<file path="src/rtl/mc_addr_incr.sv">
// Pipelined burst address incrementer: LW-bit low segment advances each
// cycle, carry into the high segment is registered and applied one cycle
// later. Supports linear and aligned wrap4/8/16 bursts with a last-beat flag.
module mc_addr_incr #(
  parameter int AW = 32,
  parameter int LW = 16
) (
  input  logic          clk,
  input  logic          rst,
  input  logic          ld,
  input  logic [AW-1:0] ld_addr,
  input  logic [1:0]    bl_sel,
  input  logic          inc,
  output logic          inc_rdy,
  output logic [AW-1:0] addr,
  output logic          addr_vld,
  output logic          last
);

  localparam int HW = AW - LW;

  logic [AW-1:0] addr_q, addr_d;
  logic          carry_q, carry_d;
  logic [1:0]    mode_q, mode_d;
  logic [3:0]    beat_q, beat_d;
  logic          loaded_q, loaded_d;

  logic          ready, acc;
  logic [LW:0]   low_sum;
  logic [HW-1:0] high_sum;
  logic [3:0]    wmask, last_beat, nib_inc, nib_wrap;

  // Incrementer is blocked while a carry is in flight or before the first load.
  assign ready    = loaded_q & ~carry_q;
  assign acc      = inc & ready & ~ld;

  assign low_sum  = {1'b0, addr_q[LW-1:0]} + (LW+1)'(1);
  assign high_sum = addr_q[AW-1:LW] + HW'(1);
  assign nib_inc  = addr_q[3:0] + 4'd1;
  // Wrap modes only touch the bottom K bits; bits above K are kept from addr.
  assign nib_wrap = (addr_q[3:0] & ~wmask) | (nib_inc & wmask);

  // Wrap mask and final beat index for the active burst mode.
  always_comb begin
    wmask     = 4'b0000;
    last_beat = 4'd0;
    case (mode_q)
      2'b01:   begin wmask = 4'b0011; last_beat = 4'd3;  end
      2'b10:   begin wmask = 4'b0111; last_beat = 4'd7;  end
      2'b11:   begin wmask = 4'b1111; last_beat = 4'd15; end
      default: begin wmask = 4'b0000; last_beat = 4'd0;  end
    endcase
  end

  assign last     = (mode_q != 2'b00) & (beat_q == last_beat);
  assign inc_rdy  = ready;
  assign addr_vld = ready;
  assign addr     = addr_q;

  // Next state: load wins, then the deferred high-segment carry, then inc.
  always_comb begin
    addr_d   = addr_q;
    carry_d  = carry_q;
    mode_d   = mode_q;
    beat_d   = beat_q;
    loaded_d = loaded_q;
    if (ld) begin
      addr_d   = ld_addr;
      mode_d   = bl_sel;
      beat_d   = 4'd0;
      carry_d  = 1'b0;
      loaded_d = 1'b1;
    end else if (carry_q) begin
      addr_d[AW-1:LW] = high_sum;
      carry_d         = 1'b0;
    end else if (acc) begin
      if (mode_q == 2'b00) begin
        addr_d[LW-1:0] = low_sum[LW-1:0];
        carry_d        = low_sum[LW];
      end else begin
        addr_d[3:0] = nib_wrap;
        beat_d      = last ? 4'd0 : beat_q + 4'd1;
      end
    end
  end

  // State register; reset discards any pending carry.
  always_ff @(posedge clk or negedge rst) begin
    if (!rst) begin
      addr_q   <= '0;
      carry_q  <= 1'b0;
      mode_q   <= 2'b00;
      beat_q   <= 4'd0;
      loaded_q <= 1'b0;
    end else begin
      addr_q   <= addr_d;
      carry_q  <= carry_d;
      mode_q   <= mode_d;
      beat_q   <= beat_d;
      loaded_q <= loaded_d;
    end
  end

endmodule

</file>
<file path="config.mk">
export PLATFORM = sky130hd
export DESIGN_NAME = mc_addr_incr
export DESIGN_NICKNAME = d
export VERILOG_FILES = /design/src/rtl/mc_addr_incr.sv
export SDC_FILE = /design/constraint.sdc
export NUM_CORES = 1
export LEC_CHECK = 0
export CORE_MARGIN = 10
export CORE_UTILIZATION = 32
export DETAILED_ROUTE_END_ITERATION = 10
export PLACE_DENSITY = 0.66
export SYNTH_ARGS = -nofsm -noshare
export SYNTH_HDL_FRONTEND = slang
export SYNTH_SLANG_ARGS = --single-unit
</file>
<file path="constraint.sdc">
create_clock -name clk -period 1.6 [get_ports clk]
set_input_delay 0.24 -clock clk [delete_from_list [all_inputs] [get_ports clk]]
set_output_delay 0.24 -clock clk [all_outputs]
set_load 0.05 [all_outputs]
</file>
Word-level counts from Yosys, hierarchy flattened
Cells that the tools add are included.
{ "totals": {"register_bits": 40, "elab_cells": 51, "in_bits": 38, "out_inout_bits": 35} }
{ "classes": {"mux": 16, "reduce_logical": 8, "bitwise_logic": 10, "addsub": 4, "n_eq_ne": 6} }
{ "op_table": {"columns": ["op", "count"], "rows": [
  ["16-bit 2-to-1 mux", 3],
  ["32-bit 2-to-1 mux", 1],
  ["4-bit 2-to-1 mux", 6],
  ["16-bit by 1-bit adder with 17-bit output (second input constant)", 1],
  ["16-bit by 1-bit adder with 16-bit output (second input constant)", 1],
  ["12-bit 2-to-1 mux", 1],
  ["4-bit one-hot mux with 3 select lines", 1],
  ["4-bit by 1-bit adder with 4-bit output (second input constant)", 2],
  ["4-bit AND", 2],
  ["2-bit nonzero test", 4],
  ["3-bit AND reduction", 2],
  ["1-bit AND", 4],
  ["2-bit equality test (second input constant)", 2],
  ["4-bit equality test", 1],
  ["1-bit 2-to-1 mux", 4],
  ["2-bit != test (second input constant)", 2],
  ["4-bit NOT", 1],
  ["4-bit OR", 1],
  ["2-bit by 1-bit equality test with 1-bit output (second input constant)", 1],
  ["2-bit logical NOT", 1],
  ["1-bit NOT", 2],
  ["2-bit AND reduction", 1]
]} }

Logic depth before layout (Yosys ltp)
{ "depth": {"depth_word": 9, "depth_mapped": 8, "depth_no_buf": 6} }

Worst setup path before layout
OpenSTA, ideal clock, no wires.
{ "synth_path": {"path_kind": "flip-flop to flip-flop", "start": "register (tool-made name)", "end": "register addr_q[15] (netlist: addr[15])", "path_buffers": 1, "required_ps": 1475, "setup_ps": 125, "arrival_time_ps": 1733, "synth_period_minus_slack_ps": 1858, "stages_incl_launch_ff": 7, "path_slack_ps": -258, "cell_sequence": "dfrtp_1 and4bb_2 and4_4 buf_6 nand3_2 xnor2_1 mux2_2"} }
{ "synth_lines": {"columns": ["element", "line_no", "source"], "rows": [
  ["end signal: assignment", "96", "addr_q <= addr_d;"],
  ["end: declaration", "22", "logic [AW-1:0] addr_q, addr_d;"]
]} }

Worst setup path in the final report
{ "layout_path": {"start": "register mode_q[0]", "end": "output port last"} }
{ "layout_between": {"elab_chain_len": 4, "word_cells_on_any_way": 7, "cone_classes": "4 x eq/ne; 1 x mux; 1 x bitwise; 1 x reduce/logical"} }
{ "layout_lines": {"columns": ["element", "line_no", "source"], "rows": [
  ["start: declaration", "24", "logic [1:0] mode_q, mode_d;"],
  ["start signal: assignment", "98", "mode_q <= mode_d;"],
  ["2-bit equality test / 2-bit by 1-bit equality test with 1-bit output (equally long branches)", "47", "case (mode_q)"],
  ["4-bit one-hot mux with 3 select lines", "47", null],
  ["4-bit equality test", "55", "assign last = (mode_q != 2'b00) & (beat_q == last_beat);"],
  ["1-bit AND (*)", "55", null],
  ["end: declaration", "17", "output logic last"]
]} }
Every way passes the cells marked *; elsewhere a longest branch is shown, timed or not.

==> results by group <==
Status
  – Status: complete, but fails checks
  – Violated checks: negative setup slack

Yosys
  – Post-synth top flop: dfrtp_1
  – Post-synthesis sequential area ratio: 46.35%
  – Yosys cell types: 36
  – Mean Syn Cell Area: 9.684 sq um
  – Seq cells post-synth: 40
  – Synthesized cell area: 2160 sq um
  – YS warnings: 0
  – Ys async rst share: 100.0%
  – Net count after synthesis: 264
  – Number of synthesized flops with an enable pin: 0
  – Post-Synthesis Cells: 223

Power
  – Pwr Density: 899.0 nW/um^2
  – Power, Total: 2951 uW
  – Maximum VDD drop: 0.3847 mV
  – Leakage: 0.001380 uW

Detailed routing
  – DRC: 0
  – Vias per cell: 4.759
  – Final WL: 5904 um
  – DRT Pass-1 Iters: 6
  – DR iter-0 viols: 45
  – Vias: 1875
  – Antenna Nets Post-Route: 0
  – Wire length per cell: 14.98 um

Final layout
  – P&R area growth vs syn: 51.97%
  – Antenna Cells: 0
  – Final non-filler cell total: 394
  – Layout cell share with drive strength beyond 1: 36.59%
  – Commonest non-fill, non-tap cell in the layout: buf_4
  – Core Util, Final: 50.81%
  – Layout Nets: 357
  – Most frequent cells in the layout: buf_4, nand2_1, clkdlybuf4s50_1, dfrtp_1, xor2_1

Clocking
  – CTS Sinks: 40
  – CTS tree: yes
  – Cts bufs inserted: 5
  – Root Buffer: clkbuf_8
  – Clock slew seen by the registers of the worst setup and hold paths: 70 ps
  – Clk buf depth: 2
  – H-tree Lvls: 2
  – Worst skew pair latency: 300 ps

STA
  – Fin. max-slew vios: 0
  – Final setup violation count: 8
  – Clock Skew: 10.55 ps
  – Max Freq: 0.5915 GHz
  – Slew margin rel.: 69.35%
  – Final hold vios: 0
  – Worst-margin pin slew: 459.7 ps
  – Min Tclk post-route: 1691 ps
  – Hold WS: 400.9 ps
  – Final WS setup: -90.72 ps
  – Period utilisation layout: 105.7%
  – RSZ-0062 raised after global routing: yes

Global routing
  – Overflow left after global routing: 0
  – First-pass GRT wire length: 9839 um
  – Initial antenna violation count: 0
  – Vias in the first global route: 2012
  – Pin count of the biggest net entering global routing: 25
  – Overall Global Routing Usage: 11.66%

Die
  – Starting density of the core: 33.44%
  – Die X: 102.2 um
  – I/O pin count: 73
  – Die area: 10430 sq um
  – Row count: 29
  – Die height: 102.2 um
  – Core box area: 6459 sq um

Worst setup path
  – Crit end category: output port
  – Crit-path max cell delay: 400 ps
  – WP data required: 1360 ps
  – Startpoint types: flop
  – Slowest CP cell: dfrtp_1
  – Critical path cell sequence: buf_6, xnor2_4, a32oi_2, nor2_2, buf_12
  – Crit path DAT: 1450 ps
  – Worst Path Max Fanout: 3
  – WS Path Type: flop to output port

Placement
  – DP HPWL: 4500 um
  – I/O Buffers: 72
  – Cells after DPL: 377
  – Final GP Congestion: 0.8183

Run
  – Max Cap Viol: 0

Worst hold path
  – Hold crit path type: input pin to flop
## synthesized netlist by cell type (3+ instances only)
master | number | area share [%]
nand3_1 | 12 | 2.8
nand4_1 | 8 | 2.3
mux2_2 | 8 | 4.2
buf_6 | 3 | 1.6
dfrtp_1 | 40 | 46
xnor2_1 | 12 | 4.9
xor2_1 | 19 | 7.7
and3_1 | 6 | 1.7
nand2_1 | 44 | 7.6
o21ai_0 | 23 | 5.3
ha_1 | 3 | 1.7
nor2_1 | 8 | 1.4
o21ai_1 | 5 | 1.2
buf_1 | 4 | 0.70
## critical path, delay by kind of cell, from the launching register on
| kind | cells | cell delay [ps] |
|---|---|---|
| simple gates | 1 | 90 |
| compound gates | 1 | 260 |
| buf+inv | 2 | 290 |
| flops | 1 | 400 |
| xor+xnor | 1 | 110 |
## timing repair
action | in CTS | in global routing
hold endpoints to repair | 16 | 0
hold buffers | 1 | 0
pin swaps | 7 | 6
endpoints found under the setup margin | 3 | 19
gates resized for setup | 7 | 16
buffers inserted | 4 | 5
## routing by layer
metal	track usage [%]	wire length (um)	share of wire, %	up-vias
met5	0	0	0	-
met4	3.471	63	1.1	0
met3	4.723	466	7.9	6
met2	18.91	2850	48	47
met1	13.88	2523	43	874
li1	-	-	-	948
## cell type report
cell class	count	area (sq um)
clock buffer	6	72.57
clock inverter	2	35.03
fill	600	3177
multi-input combinational	172	1167
sequential	40	1023
tap	77	96.34
timing repair buffer	97	887.1
## registers in the layout, indices dropped and copies added (netlist names), named ones only
register	flops
carry_q	1
addr	30
mode_q	2
loaded_q	1
beat_q	4
## where the power goes
part	internal, uW	switching, uW	total, uW	leakage, uW
clock	464	372	835	0.0000552
sequential	1120	121	1240	0.000465
combinational	375	504	879	0.000860
## logic make-up (layout without fill, tap and decap cells)
group | count (synthesis) | in the layout | share of synthesized area (%)
multiplexers | 10 | 10 | 5.099
flip-flops | 40 | 40 | 46.35
AO/OA/AOI/OAI | 34 | 34 | 9.212
adder cells (fa/ha/maj) | 3 | 3 | 1.738
XOR/XNOR | 31 | 31 | 12.57
buffers and inverters | 11 | 105 | 3.186
AND/OR/NAND/NOR | 94 | 94 | 21.84
## path summary, 6_finish.rpt
| kind | end | slack [ps] | from | depth (start not counted) |
|---|---|---|---|---|
| worst min-delay path | flop | 400 | ld | 3 |
| min in group asynchronous | addr[30]$_DFFE_PN0P_ | 410 | rst | 2 |
| worst max register to register | addr[7]$_DFFE_PN0P_ | -50 | mode_q[0]$_DFFE_PN0P_ | 7 |
| max in group asynchronous | beat_q[3]$_DFFE_PN0P_ | 690 | rst | 3 |
| worst max-delay path | last | -90 | mode_q[0]$_DFFE_PN0P_ | 5 |
| worst min register to register | loaded_q$_DFFE_PN0P_ | 500 | loaded_q$_DFFE_PN0P_ | 1 |
## stage by stage
stage | setup TNS, ps | setup slack, ps | cell area [sq um]
2_1_floorplan | -128.1 | -115.2 | 2186
3_3_place_gp | -1895 | -171.7 | 3019
3_5_place_dp | -2072 | -184.1 | 3019
4_1_cts | -196.9 | -64.66 | 3193
5_1_grt | -1095 | -149.0 | 3282
6_report | -305.9 | -90.72 | 3282
Power figures use the tool's default switching activity.
